## src/rtl/conv_1x1_sched_03_if.sv

```systemverilog
// ----------------------------------------------------------------------------
// conv_1x1_sched_03_if
//   Bundles the control and memory-read signals of the 1x1 convolution
//   sequencer so the sequencer and its consumers connect through one port.
//
//   master : the sequencer (takes start/hold, drives everything else)
//   slave  : the stage / memories side (the mirror image)
//
//   Signals
//     start         begin one layer pass (sampled only while idle)
//     hold          backpressure; freezes the sequence and read strobes
//     stride2       only with CONV1X1_SCHED_STRIDE2_EN: read even rows/cols
//     busy, done    pass in progress / last read of the pass issued
//     wt_rd_en/addr weight memory read
//     fm_rd_en/addr feature-map memory read
//     valid_weight  weight read data valid at the stage
//     valid_pxl     pixel read data valid at the stage
//     acc_first     pixel belongs to input channel 0
//     acc_last      pixel belongs to the last input channel
//     ch_out_idx    output channel of the pixel on valid_pxl
//
//   Optional feature macro: CONV1X1_SCHED_STRIDE2_EN
// ----------------------------------------------------------------------------
interface conv_1x1_sched_03_if #(
  parameter int FM_ADDR_WIDTH = 16,
  parameter int WT_ADDR_WIDTH = 17,
  parameter int CH_OUT_WIDTH  = 9
);
  logic                     start;
  logic                     hold;
`ifdef CONV1X1_SCHED_STRIDE2_EN
  logic                     stride2;
`endif
  logic                     busy;
  logic                     done;
  logic                     wt_rd_en;
  logic [WT_ADDR_WIDTH-1:0] wt_rd_addr;
  logic                     fm_rd_en;
  logic [FM_ADDR_WIDTH-1:0] fm_rd_addr;
  logic                     valid_weight;
  logic                     valid_pxl;
  logic                     acc_first;
  logic                     acc_last;
  logic [CH_OUT_WIDTH-1:0]  ch_out_idx;

`ifdef CONV1X1_SCHED_STRIDE2_EN
  modport master (
    input  start, hold, stride2,
    output busy, done, wt_rd_en, wt_rd_addr, fm_rd_en, fm_rd_addr,
           valid_weight, valid_pxl, acc_first, acc_last, ch_out_idx
  );
  modport slave (
    output start, hold, stride2,
    input  busy, done, wt_rd_en, wt_rd_addr, fm_rd_en, fm_rd_addr,
           valid_weight, valid_pxl, acc_first, acc_last, ch_out_idx
  );
`else
  modport master (
    input  start, hold,
    output busy, done, wt_rd_en, wt_rd_addr, fm_rd_en, fm_rd_addr,
           valid_weight, valid_pxl, acc_first, acc_last, ch_out_idx
  );
  modport slave (
    output start, hold,
    input  busy, done, wt_rd_en, wt_rd_addr, fm_rd_en, fm_rd_addr,
           valid_weight, valid_pxl, acc_first, acc_last, ch_out_idx
  );
`endif
endinterface

```

## src/rtl/conv_1x1_sched_03.sv

```systemverilog
// ----------------------------------------------------------------------------
// conv_1x1_sched_03
//   Read sequencer for the 1x1 convolution stage. For every output channel co
//   and input channel ci it issues one weight read (addr co*CIN+ci) followed by
//   a raster of feature-map reads of channel ci (addr ci*W*H+pix). The read
//   strobes are delayed by the memory latency to form the stage valids, and
//   first/last/co tags ride along with each pixel for the channel adder.
//
//   Ports
//     clk    in  rising-edge clock
//     reset  in  synchronous, active-high
//     bus    conv_1x1_sched_03_if.master (start, hold, [stride2] in;
//            busy, done, read strobes/addresses, valids and tags out)
//
//   Optional feature macro: CONV1X1_SCHED_STRIDE2_EN
//     When defined, stride2 (sampled with start) restricts each channel raster
//     to even rows and columns. When undefined, the full raster is always read.
// ----------------------------------------------------------------------------
module conv_1x1_sched_03 #(
  parameter int IMAGE_WIDTH     = 16,
  parameter int IMAGE_HEIGHT    = 16,
  parameter int CHANNEL_NUM_IN  = 256,
  parameter int CHANNEL_NUM_OUT = 512,
  parameter int MEM_LAT         = 1,
  parameter int FM_ADDR_WIDTH   = 16,
  parameter int WT_ADDR_WIDTH   = 17,
  parameter int CH_OUT_WIDTH    = 9
) (
  input logic                 clk,
  input logic                 reset,
  conv_1x1_sched_03_if.master bus
);

  localparam int COL_W = $clog2(IMAGE_WIDTH + 2);
  localparam int ROW_W = $clog2(IMAGE_HEIGHT + 2);
  localparam int CI_W  = (CHANNEL_NUM_IN  > 1) ? $clog2(CHANNEL_NUM_IN)  : 1;
  localparam int CO_W  = (CHANNEL_NUM_OUT > 1) ? $clog2(CHANNEL_NUM_OUT) : 1;

  localparam logic [31:0] W_U    = 32'(IMAGE_WIDTH);
  localparam logic [31:0] H_U    = 32'(IMAGE_HEIGHT);
  localparam logic [31:0] CIN_U  = 32'(CHANNEL_NUM_IN);
  localparam logic [31:0] COUT_U = 32'(CHANNEL_NUM_OUT);
  localparam logic [31:0] NPIX_U = 32'(IMAGE_WIDTH * IMAGE_HEIGHT);

  typedef enum logic [1:0] {
    IDLE,
    WREQ,
    STREAM
  } state_t;

  typedef struct packed {
    logic                    wt;
    logic                    fm;
    logic                    first;
    logic                    last;
    logic [CH_OUT_WIDTH-1:0] ch;
  } tag_t;

  state_t           state;
  logic [CO_W-1:0]  co;
  logic [CI_W-1:0]  ci;
  logic [COL_W-1:0] col;
  logic [ROW_W-1:0] row;
  logic [1:0]       step;
  logic             last_col;
  logic             last_row;
  logic             last_pix;
  logic             last_ci;
  logic             last_co;
  logic             wt_strobe;
  logic             fm_strobe;
  logic [31:0]      wt_addr_full;
  logic [31:0]      fm_addr_full;
  tag_t             stage_in;
  tag_t             pipe [MEM_LAT];

  // The raster is walked as (row, col) rather than a flat pixel index so that
  // the strided mode can skip odd rows/columns with the same counters; with a
  // step of 1 row*W+col is exactly the flat pixel index.
`ifdef CONV1X1_SCHED_STRIDE2_EN
  logic stride_q;
  assign step = stride_q ? 2'd2 : 2'd1;
`else
  assign step = 2'd1;
`endif

  assign last_col = (32'(col) + 32'(step)) >= W_U;
  assign last_row = (32'(row) + 32'(step)) >= H_U;
  assign last_pix = last_col && last_row;
  assign last_ci  = 32'(ci) == (CIN_U - 32'd1);
  assign last_co  = 32'(co) == (COUT_U - 32'd1);

  // Strobes come from the registered state but are gated by the live hold so
  // that a stalled cycle never issues a read.
  assign wt_strobe = (state == WREQ)   && !bus.hold;
  assign fm_strobe = (state == STREAM) && !bus.hold;

  assign wt_addr_full = 32'(co) * CIN_U + 32'(ci);
  assign fm_addr_full = 32'(ci) * NPIX_U + 32'(row) * W_U + 32'(col);

  assign bus.busy       = (state != IDLE);
  assign bus.done       = fm_strobe && last_pix && last_ci && last_co;
  assign bus.wt_rd_en   = wt_strobe;
  assign bus.wt_rd_addr = WT_ADDR_WIDTH'(wt_addr_full);
  assign bus.fm_rd_en   = fm_strobe;
  assign bus.fm_rd_addr = FM_ADDR_WIDTH'(fm_addr_full);

  // Sequencer: one weight request per (co,ci), then the channel raster.
  // Counters only move on unstalled cycles and wrap back to 0 at the end of
  // the pass so that idle addresses sit at 0.
  always_ff @(posedge clk) begin
    if (reset) begin
      state <= IDLE;
      co    <= '0;
      ci    <= '0;
      col   <= '0;
      row   <= '0;
`ifdef CONV1X1_SCHED_STRIDE2_EN
      stride_q <= 1'b0;
`endif
    end else begin
      case (state)
        IDLE: begin
          if (bus.start) begin
            state <= WREQ;
            co    <= '0;
            ci    <= '0;
            col   <= '0;
            row   <= '0;
`ifdef CONV1X1_SCHED_STRIDE2_EN
            stride_q <= bus.stride2;
`endif
          end
        end
        WREQ: begin
          if (!bus.hold) begin
            state <= STREAM;
          end
        end
        STREAM: begin
          if (!bus.hold) begin
            if (last_pix) begin
              col <= '0;
              row <= '0;
              if (!last_ci) begin
                ci    <= ci + CI_W'(1);
                state <= WREQ;
              end else if (!last_co) begin
                ci    <= '0;
                co    <= co + CO_W'(1);
                state <= WREQ;
              end else begin
                ci    <= '0;
                co    <= '0;
                state <= IDLE;
              end
            end else if (last_col) begin
              col <= '0;
              row <= row + ROW_W'(step);
            end else begin
              col <= col + COL_W'(step);
            end
          end
        end
        default: begin
          state <= IDLE;
        end
      endcase
    end
  end

  // Tags are captured at issue time and zeroed when no pixel read is issued,
  // so they can only be non-zero alongside valid_pxl at the far end.
  always_comb begin
    stage_in    = '0;
    stage_in.wt = wt_strobe;
    if (fm_strobe) begin
      stage_in.fm    = 1'b1;
      stage_in.first = (ci == '0);
      stage_in.last  = last_ci;
      stage_in.ch    = CH_OUT_WIDTH'(co);
    end
  end

  // Fixed-length delay line matching the memory latency. It keeps shifting
  // during hold so reads already issued always reach the stage; reset flushes
  // it, dropping any in-flight tags of an abandoned pass.
  always_ff @(posedge clk) begin
    if (reset) begin
      for (int i = 0; i < MEM_LAT; i++) begin
        pipe[i] <= '0;
      end
    end else begin
      pipe[0] <= stage_in;
      for (int i = 1; i < MEM_LAT; i++) begin
        pipe[i] <= pipe[i-1];
      end
    end
  end

  assign bus.valid_weight = pipe[MEM_LAT-1].wt;
  assign bus.valid_pxl    = pipe[MEM_LAT-1].fm;
  assign bus.acc_first    = pipe[MEM_LAT-1].first;
  assign bus.acc_last     = pipe[MEM_LAT-1].last;
  assign bus.ch_out_idx   = pipe[MEM_LAT-1].ch;

endmodule
```

## src/flat_wrapper.sv

```systemverilog
// flat-port wrapper written by rule: the top's interface ports become plain ports
module conv_1x1_sched_03_flat 
#(
  parameter int IMAGE_WIDTH     = 16,
  parameter int IMAGE_HEIGHT    = 16,
  parameter int CHANNEL_NUM_IN  = 256,
  parameter int CHANNEL_NUM_OUT = 512,
  parameter int MEM_LAT         = 1,
  parameter int FM_ADDR_WIDTH   = 16,
  parameter int WT_ADDR_WIDTH   = 17,
  parameter int CH_OUT_WIDTH    = 9
)
  (clk, reset, bus_start, bus_hold, bus_busy, bus_done, bus_wt_rd_en, bus_wt_rd_addr, bus_fm_rd_en, bus_fm_rd_addr, bus_valid_weight, bus_valid_pxl, bus_acc_first, bus_acc_last, bus_ch_out_idx);
  conv_1x1_sched_03_if #(.FM_ADDR_WIDTH(FM_ADDR_WIDTH), .WT_ADDR_WIDTH(WT_ADDR_WIDTH), .CH_OUT_WIDTH(CH_OUT_WIDTH)) bus_i ();
  input logic clk;
  input logic reset;
  input wire logic [$bits(bus_i.start)-1:0] bus_start;
  input wire logic [$bits(bus_i.hold)-1:0] bus_hold;
  output wire logic [$bits(bus_i.busy)-1:0] bus_busy;
  output wire logic [$bits(bus_i.done)-1:0] bus_done;
  output wire logic [$bits(bus_i.wt_rd_en)-1:0] bus_wt_rd_en;
  output wire logic [$bits(bus_i.wt_rd_addr)-1:0] bus_wt_rd_addr;
  output wire logic [$bits(bus_i.fm_rd_en)-1:0] bus_fm_rd_en;
  output wire logic [$bits(bus_i.fm_rd_addr)-1:0] bus_fm_rd_addr;
  output wire logic [$bits(bus_i.valid_weight)-1:0] bus_valid_weight;
  output wire logic [$bits(bus_i.valid_pxl)-1:0] bus_valid_pxl;
  output wire logic [$bits(bus_i.acc_first)-1:0] bus_acc_first;
  output wire logic [$bits(bus_i.acc_last)-1:0] bus_acc_last;
  output wire logic [$bits(bus_i.ch_out_idx)-1:0] bus_ch_out_idx;
  assign bus_i.start = bus_start;
  assign bus_i.hold = bus_hold;
  assign bus_busy = bus_i.busy;
  assign bus_done = bus_i.done;
  assign bus_wt_rd_en = bus_i.wt_rd_en;
  assign bus_wt_rd_addr = bus_i.wt_rd_addr;
  assign bus_fm_rd_en = bus_i.fm_rd_en;
  assign bus_fm_rd_addr = bus_i.fm_rd_addr;
  assign bus_valid_weight = bus_i.valid_weight;
  assign bus_valid_pxl = bus_i.valid_pxl;
  assign bus_acc_first = bus_i.acc_first;
  assign bus_acc_last = bus_i.acc_last;
  assign bus_ch_out_idx = bus_i.ch_out_idx;
  conv_1x1_sched_03 #(.IMAGE_WIDTH(IMAGE_WIDTH), .IMAGE_HEIGHT(IMAGE_HEIGHT), .CHANNEL_NUM_IN(CHANNEL_NUM_IN), .CHANNEL_NUM_OUT(CHANNEL_NUM_OUT), .MEM_LAT(MEM_LAT), .FM_ADDR_WIDTH(FM_ADDR_WIDTH), .WT_ADDR_WIDTH(WT_ADDR_WIDTH), .CH_OUT_WIDTH(CH_OUT_WIDTH)) u_core (.clk(clk), .reset(reset), .bus(bus_i));
endmodule
```

## config.mk

```make
export PLATFORM = sky130hd
export DESIGN_NAME = conv_1x1_sched_03_flat
export DESIGN_NICKNAME = d
export VERILOG_FILES = /design/src/rtl/conv_1x1_sched_03_if.sv /design/src/rtl/conv_1x1_sched_03.sv /design/src/flat_wrapper.sv
export SDC_FILE = /design/constraint.sdc
export NUM_CORES = 1
export LEC_CHECK = 0
export BUFFER_PORTS_ARGS = -buffer_cell sky130_fd_sc_hd__buf_2
export CORE_ASPECT_RATIO = 0.6
export CORE_MARGIN = 3
export CORE_UTILIZATION = 45
export DETAILED_ROUTE_END_ITERATION = 10
export GPL_TIMING_DRIVEN = 0
export MAX_ROUTING_LAYER = met4
export PLACE_DENSITY = 0.69
export SLEW_MARGIN = 25
export SYNTH_ARGS = -nofsm -noshare
export SYNTH_HDL_FRONTEND = slang
export SYNTH_SLANG_ARGS = --single-unit
```

## constraint.sdc

```tcl
create_clock -name clk -period 4.38 [get_ports clk]
set_input_delay 0.219 -clock clk [delete_from_list [all_inputs] [get_ports clk]]
set_output_delay 0.219 -clock clk [all_outputs]
set_load 0.005 [all_outputs]
```

## Yosys cells after proc, flatten, opt, wreduce, memory -nomap -nowiden

Memories as Yosys holds them, arrays and structs flattened.
Cells that the tools add are included.

| word-level totals | value |
|---|---|
| bits in registers | 29 |
| memories | 1 |
| RAM bits | 13 |
| output and inout port bits | 50 |
| input bits | 4 |

| cells by class | value |
|---|---|
| magnitude comparators | 2 |
| add/subtract/negate cells | 9 |
| reduce and logical (&&, ||, !) cells | 17 |
| muxes and demuxes | 33 |
| eq/ne operators | 10 |

Memory list:

| memory | words | width | read ports | clocked after Yosys merged registers in | write ports | RTL line | RTL |
|---|---|---|---|---|---|---|---|
| u_core.pipe | 1 | 13 | 1 | 0 | 1 | conv_1x1_sched_03.sv:75 | `tag_t pipe [MEM_LAT];` |

Operators by type and width:

| kind | count |
|---|---|
| 32-bit by 5-bit greater-or-equal comparator with 1-bit output, second input constant | 2 |
| 9-bit two-way mux | 5 |
| 5-bit two-way mux | 7 |
| 8-bit two-way mux | 4 |
| 5-bit case mux with 2 select lines | 2 |
| 9-bit case mux with 2 select lines | 1 |
| 17-bit by 8-bit adder with 17-bit output | 1 |
| 16-bit by 5-bit adder with 16-bit output | 1 |
| 16-bit by 9-bit adder with 16-bit output | 1 |
| 8-bit case mux with 2 select lines | 1 |
| 13-bit two-way mux | 1 |
| 13-bit OR reduction | 1 |
| 5-bit by 1-bit adder with 6-bit output, second input constant | 2 |
| 12-bit two-way mux | 1 |
| 4-bit AND reduction | 3 |
| 5-bit by 1-bit adder with 5-bit output, second input constant | 2 |
| 2-bit two-way mux | 5 |
| 9-bit by 1-bit adder with 9-bit output, second input constant | 1 |
| 9-bit equality test, second input constant | 1 |
| 8-bit by 1-bit adder with 8-bit output, second input constant | 1 |
| 8-bit equality test, second input constant | 1 |
| 8-bit zero test | 1 |
| 1-bit logical AND | 6 |
| 2-bit != test, second input constant | 3 |
| other kinds (11) | 17 |

## Longest topological paths before layout

Gate-level depths: netlist of the first run.

| logic depth | value |
|---|---|
| depth in word-level cells | 6 |
| gate-level depth with buffers | 9 |

## Worst setup path after synthesis of the first run

Ideal clock, no wire load.

| timing | value |
|---|---|
| path type | register -> register |
| from | reg u_core.co[0] |
| to | reg u_core.co[7] |
| data required time | 4306 ps |
| setup time | 74 ps |
| arrival time | 2228 ps |
| stages on the path, launching flop included | 10 |
| period minus slack after synthesis | 2302 ps |
| setup slack | 2078 ps |
| path through | dfxtp_1 -> ha_1 -> and3_1 -> and3_1 -> and3_1 -> ha_1 -> or3_1 -> nor4_4 -> a41oi_1 -> a31oi_1 |

| between the ends | value |
|---|---|
| word-level cells in the longest chain between the ends | 6 |
| elaborated cells on any way between the ends | 7 |

RTL lines:

| what | RTL line | RTL |
|---|---|---|
| start: declaration | conv_1x1_sched_03.sv:60 | `logic [CO_W-1:0] co;` |
| start signal: assignment | conv_1x1_sched_03.sv:150 | `co <= co + CO_W'(1);` |
| 9-bit by 1-bit adder with 9-bit output or 9-bit equality test (tied branches) | conv_1x1_sched_03.sv:150, conv_1x1_sched_03.sv:91 |  |
| 9-bit two-way mux * | conv_1x1_sched_03.sv:148 | `end else if (!last_co) begin` |
| 9-bit two-way mux * | conv_1x1_sched_03.sv:145 | `if (!last_ci) begin` |
| 9-bit two-way mux * | conv_1x1_sched_03.sv:142 | `if (last_pix) begin` |
| 9-bit two-way mux * | conv_1x1_sched_03.sv:141 | `if (!bus.hold) begin` |
| 9-bit case mux with 2 select lines * | conv_1x1_sched_03.sv:122 | `case (state)` |

Mark *: on every way between the ends. The rest lies on a longest branch, timed or not. The select of a mux whose other input is x is not followed.
A chain may end at the register's enable or synchronous reset.

## Final worst setup path of the first run

Same ends and word-level chain as after synthesis.

==> results of run 1 <==
==> logic make-up (layout without fill, tap and decap cells) <==
group | after synthesis | count (layout) | synth area share
AOI/OAI and AO/OA | 54 | 54 | 0.1659
xor gates and xnor gates | 15 | 15 | 0.05986
adders and majority gates | 9 | 9 | 0.05131
buffers and inverters | 24 | 84 | 0.05473
DFF | 42 | 42 | 0.3831
muxes | 4 | 4 | 0.01824
and+or+nand+nor | 108 | 108 | 0.2668
==> state kept, by name (all words and copies together) (netlist names) <==
name / flops
u_core.pipe: 13
u_core.co: 9
u_core.ci: 8
u_core.col: 5
u_core.row: 5
u_core.state: 2
==> Yosys cell counts, types with 2 or more instances <==
cell type   n  share of area
xor2_1      5          0.020
a31oi_1    10          0.029
buf_4       4          0.014
o21ai_0    10          0.023
nor4_1      3         0.0086
dfxtp_1    42           0.38
clkbuf_1    6          0.010
and3_1     11          0.031
nand3b_1    2         0.0068
nand4_1     4          0.011
or4_1       2         0.0068
o22a_1      2         0.0080
nand2_1    19          0.032
a41oi_1     2         0.0080
o21a_1      2         0.0068
ha_1        9          0.051
nor2_1     20          0.034
a21oi_1    13          0.030
nor2b_1     2         0.0057
inv_1       7          0.012
and2_1     10          0.029
nand2b_1    6          0.017
nand3_1    11          0.025
buf_2       6          0.014
mux2i_1     4          0.018
xnor2_1    10          0.040
or2_2       2         0.0057
nor3_1     10          0.023
a41o_1      2         0.0091
==> worst register-to-register path, cell delays in order, from the launching register on <==
cell,delay (ps)
dfxtp_1,350
ha_1,230
and3_1,210
and3_1,200
and3_1,180
ha_1,200
or3_1,440
nor4_4,360
a41oi_1,170
a31oi_1,150
==> cell type report <==
cell class                 instances  share of cell area
sequential                        42              0.3185
tap                               60             0.02844
buffer                            17             0.03555
timing repair buffer              52             0.09858
clock buffer                       6             0.02749
clock inverter                     2             0.01422
inverter                           7            0.009953
multi-input combinational        190              0.4673
==> layer usage <==
metal	track usage	routed length [µm]	vias up
met5	-	0	-
met4	0.05061	34	0
met3	0.05031	378	4
met2	0.2571	2086	69
met1	0.3235	3028	929
li1	-	-	1030
==> final timing paths <==
| kind | startpoint | endpoint | slack, ps | depth (start not counted) |
|---|---|---|---|---|
| hold / removal | bus_hold | u_core.pipe[0][0]$_SDFF_PP0_ | 220 | 2 |
| setup reg to reg | u_core.co[0]$_SDFFE_PP0P_ | u_core.co[7]$_SDFFE_PP0P_ | 1830 | 9 |
| setup / recovery | u_core.co[0]$_SDFFE_PP0P_ | u_core.co[7]$_SDFFE_PP0P_ | 1830 | 9 |
| hold reg to reg | u_core.co[8]$_SDFFE_PP0P_ | u_core.co[8]$_SDFFE_PP0P_ | 500 | 2 |
==> stage by stage <==
stage          total power (W)  utilization  std cells  worst slack, ps  area, µm²
6_report             0.0007646       0.6011        376             1833       2640
5_1_grt              0.0007928       0.6011        376             1604       2640
4_1_cts              0.0007663       0.6011        376             1799       2640
3_5_place_dp         0.0004662       0.5761        368             1819       2530
3_3_place_gp         0.0004655       0.5761        368             1865       2530
2_1_floorplan        0.0004445            -        256             2078       2195
==> report_power, final <==
group | leakage, nW | switching, W | total [W] | internal, W
registers | 0.339 | 0.00000672 | 0.000393 | 0.000386
logic | 0.829 | 0.0000422 | 0.0000654 | 0.0000232
clock network | 0.0514 | 0.000136 | 0.000307 | 0.000170
total | 1.22 | 0.000185 | 0.000765 | 0.000579
==> flow_summary.json, run 1 <==
{
  "status": "complete, no violations",
  "mostFrequentLayoutCell": "buf_2",
  "synth_edf_count": 0,
  "syn_nets": 269,
  "path_clk_slew_ps": 90,
  "netlist_area_um2": 2195,
  "die_width_um": 96.16,
  "ys_warn_count": 0,
  "maxSlewViolCount": 0,
  "holdWs_ps": 222.4,
  "ys_ff_latch": 42,
  "fillers": 411,
  "power_per_cell_area_nw_per_um2": 289.6,
  "yosysSeqAreaShare": 0.3831,
  "grt_pass1_wl_um": 8949,
  "finalHoldViolCount": 0,
  "hold_class": "input port to flop",
  "fmax_mhz": 392.6,
  "relSlewSlack": 0.5113,
  "async_flop_share": 0,
  "leakagePower_nw": 1.219,
  "cts_made_buffers": 5,
  "period_share": 0.5815,
  "period_minus_slack_ps": 2547,
  "arrival_ps": 2780,
  "io_pins": 54,
  "diodes": 0,
  "grt_pass1_vias": 1817,
  "crit_path_top_delay_cell": "or3_1",
  "fp.coreArea_um2": 4392,
  "htreeDepth": 2,
  "crit_path_start_kind": "flop",
  "drive_gt1_frac": 0.2405,
  "cp_common_cell": "and3_1",
  "crit_family": "simple AND/OR/NAND/NOR gates",
  "place_congestion": 0.8466,
  "firstDrtPassIters": 4,
  "ys.flop_type": "dfxtp_1",
  "clk_latency_ps": 300,
  "cp.required_ps": 4620,
  "crit_chain": "ha_1 -> and3_1 -> and3_1 -> and3_1 -> ha_1 -> or3_1 -> nor4_4 -> a41oi_1 -> a31oi_1",
  "grt.overflow.total": 0,
  "cts.sinks": 42,
  "numPortBuffers": 52,
  "routed_wl_um": 5526,
  "grtUsageTotal": 0.2077,
  "synth_cell_types": 49,
  "cts_resized": 0,
  "wire_per_inst_um": 14.70,
  "multiInputGateArea_um2": 1234,
  "skew_ps": 12.74,
  "worst_path_largest_cell_delay_ps": 440,
  "cts_tree": "done",
  "drc": 0,
  "die_area_um2": 5778,
  "start_util": 0.4997,
  "maxCapViolCount": 0,
  "fin_setup_tns_ps": 0,
  "clockBufferDepth": 2,
  "rows": 18,
  "die_y_um": 60.10,
  "critical_path_class": "flop to flop",
  "via_count": 2032,
  "rsz0062_at_grt": "no",
  "via_per_inst": 5.404,
  "grt_max_degree": 14,
  "synth_area_per_cell_um2": 8.573,
  "setup_viol": 0,
  "cp_max_fo": 7,
  "mostFrequentLayoutCells": "buf_2, dfxtp_1, nor2_1",
  "ctsHoldBuffers": 0,
  "worst_pin_slew_ps": 729.8,
  "regArea_um2": 840.8,
  "syn_inst": 256,
  "antenna_left": 0,
  "area_growth_pct": 20.30,
  "cts_setup_buffers": 0,
  "dp_hpwl_um": 4117,
  "nets": 328,
  "vdd_drop_max_uv": 168.2,
  "antenna_found_initial": 0,
  "root_buffer": "clkbuf_8",
  "end_kind": "flop",
  "cp_num_buf_inv": 0,
  "drt_iter0_markers": 150
}
Power figures use the tool's default switching activity.
==> inputs of run 2 (changes only) <==
- ABC_AREA: unset -> 1
- PLACE_DENSITY: 0.69 -> 0.71
- clock period: 4.38 -> 2.2 ns (I/O delays scaled with it)
==> run 2 against run 1 <==
  * Die area up 6.6%
  * Register-to-register slack worse by 1600 ps
  * Global-route usage shrank 0.50 points
  * First-iteration DRC count down 21%
  * Critical path type is now flop to output port
  * Critical endpoint is now bus_fm_rd_addr[14]
  * Largest power group unchanged
  * Highest routed layer unchanged
==> flow_summary.json, run 2 <==
{
  "status": "complete, no violations",
  "period_minus_slack_ps": 2058,
  "cts_made_buffers": 5,
  "nets": 438,
  "crit_path_start_kind": "flop",
  "ys.flop_type": "dfxtp_1",
  "yosysSeqAreaShare": 0.3573,
  "largest_reg_flops": 13,
  "antenna_left": 0,
  "mostFrequentLayoutCell": "nand2_1",
  "cp_num_buf_inv": 1,
  "synth_top_area_share": 0.3573,
  "fp.coreArea_um2": 4802,
  "routed_wl_um": 6048,
  "clockBufferDepth": 2,
  "p_total_w": 0.002095,
  "via_per_inst": 4.904,
  "synth_top_area_cell": "dfxtp_1",
  "yosys-top-cells-area": "dfxtp_1, nand2_1, nor2_1, nand3_1, inv_1",
  "wire_per_inst_um": 12.37,
  "async_flop_share": 0,
  "cp.required_ps": 2090,
  "rows": 19,
  "firstDrtPassIters": 5,
  "grt.overflow.total": 0,
  "via_count": 2398,
  "htreeDepth": 2,
  "skew_ps": 12.79,
  "setup_viol": 0,
  "die_width_um": 99.37,
  "place_congestion": 0.9461,
  "root_buffer": "clkbuf_8",
  "syn_inst": 360,
  "vdd_drop_max_uv": 379.9,
  "p_int_w": 0.001371,
  "synth_cell_types": 27,
  "fin_setup_tns_ps": 0,
  "ys_warn_count": 0,
  "die_y_um": 62.02,
  "die_area_um2": 6163,
  "crit_path_top_delay_cell": "dfxtp_2",
  "cp_max_fo": 5,
  "largestRegisters": "u_core.pipe (13), u_core.co (9), u_core.ci (8)",
  "ys_ff_latch": 42,
  "period_share": 0.9356,
  "synthTopCellsByCount": "nand2_1, nor2_1, dfxtp_1",
  "swShare": 0.3455,
  "relSlewSlack": 0.6725,
  "worst_pin_slew_ps": 491.3,
  "finalHoldViolCount": 0,
  "design_area_um2": 2900,
  "grtUsageTotal": 0.2027,
  "critical_path_class": "flop to output port",
  "crit_family": "simple AND/OR/NAND/NOR gates",
  "clk_latency_ps": 300,
  "path_clk_slew_ps": 90,
  "mostFrequentLayoutCells": "nand2_1, buf_2, nor2_1",
  "ctsHoldBuffers": 0,
  "synth_area_per_cell_um2": 6.538,
  "fmax_mhz": 485.8,
  "io_pins": 54,
  "place_area_um2": 2693,
  "synth.most_common_cell": "nand2_1",
  "power_frac_comb": 0.292,
  "grt_pass1_wl_um": 9680,
  "drc": 0,
  "maxSlewViolCount": 0,
  "netlist_area_um2": 2354,
  "start_util": 0.4901,
  "grt_pass1_vias": 2069,
  "cts_tree": "done",
  "dp_hpwl_um": 4445,
  "syn_nets": 373,
  "grt_max_degree": 14,
  "hold_class": "input port to flop",
  "power_per_cell_area_nw_per_um2": 722.5,
  "cts.sinks": 42,
  "maxCapViolCount": 0,
  "drt_iter0_markers": 118,
  "p_switching_w": 0.0007240,
  "synth_edf_count": 0,
  "diodes": 0,
  "pwr-share-seq": 0.415,
  "pwr-share-clk": 0.293,
  "antenna_found_initial": 0,
  "leakagePower_nw": 1.392,
  "arrival_ps": 1950,
  "worst_path_largest_cell_delay_ps": 370,
  "numPortBuffers": 52,
  "crit_chain": "ha_1 -> ha_1 -> nand3_1 -> nor2_1 -> o21ai_1 -> nor2_1 -> nand2_1 -> xor2_1 -> buf_2",
  "regMostFlops": "u_core.pipe",
  "drive_gt1_frac": 0.2418,
  "end_kind": "output port",
  "area_growth_pct": 23.23
}
==> run 2: cell count changes in the layout (fill, tap and decap cells not counted), moves of 7 or more <==
| cell | previous run | this run |
|---|---|---|
| nand3_1 | 11 | 38 |
| inv_1 | 7 | 39 |
| nor2_1 | 20 | 56 |
| and3_1 | 11 | 0 |
| nand2_1 | 19 | 87 |
| xor2_1 | 5 | 13 |
| and2_1 | 10 | 0 |
| a31oi_1 | 10 | 1 |
| xnor2_1 | 10 | 0 |
| buf_4 | 4 | 11 |
==> run 2: worst paths after layout <==
check	start	end	slack, ps	depth (start not counted)
worst max-delay path	u_core.row[0]$_SDFFE_PP0P_	bus_fm_rd_addr[14]	140	9
worst min register to register	u_core.row[4]$_SDFFE_PP0P_	u_core.row[4]$_SDFFE_PP0P_	510	2
worst max register to register	u_core.co[1]$_SDFFE_PP0P_	u_core.co[2]$_SDFFE_PP0P_	280	13
worst min-delay path	reset	u_core.co[3]$_SDFFE_PP0P_	140	2
==> run 2: timing repair <==
| item | 4_1_cts | 5_1_grt |
|---|---|---|
| pin swaps | 3 | 4 |
| endpoints found under the hold margin | 0 | 0 |
| endpoints found under the setup margin | 1 | 5 |
| resized for setup | 8 | 11 |
| setup buffers | 5 | 1 |
==> run 2: cell type report <==
class                      instances  area (µm²)
inverter                          46       172.7
timing repair buffer              58       305.3
fill                             466        1902
sequential                        42       848.3
clock buffer                       6       72.57
clock inverter                     2       37.54
buffer                            17       100.1
tap                               63       78.83
multi-input combinational        255        1285
==> run 2: logic make-up after synthesis <==
family,after synthesis,synth area share
buf+inv,63,0.1159
simple gates,207,0.3727
xor+xnor,13,0.04838
fa+ha+maj,9,0.04785
compound gates,26,0.05795
flops,42,0.3573
==> run 2: routing by layer <==
layer,up-vias,GRT usage,share of wire
li1,1247,-,-
met3,4,0.04459,0.082
met1,1051,0.2940,0.52
met4,0,0.04669,0.0063
met5,-,-,0
met2,96,0.2853,0.39
==> run 2: stage by stage <==
step | util | setup slack, ps | hold WS, ps | instances
6_report | 0.6040 | 141.7 | 138.0 | 489
5_1_grt | 0.6040 | -3.229 | 148.6 | 489
4_1_cts | 0.5946 | 14.22 | 124.0 | 488
3_5_place_dp | 0.5607 | 83.00 | 439.5 | 475
3_3_place_gp | 0.5607 | 97.45 | 445.1 | 475
2_1_floorplan | - | 461.8 | 261.5 | 360
==> run 2: power groups by stage <==
stage | combinational (W) | sequential [W] | clock [W]
after global placement | 0.000590 | 0.000886 | 0
after global routing | 0.000685 | 0.000879 | 0.000648
after CTS | 0.000603 | 0.000868 | 0.000624
after floorplan | 0.000420 | 0.000879 | 0
final | 0.000611 | 0.000870 | 0.000614
after detailed placement | 0.000595 | 0.000887 | 0
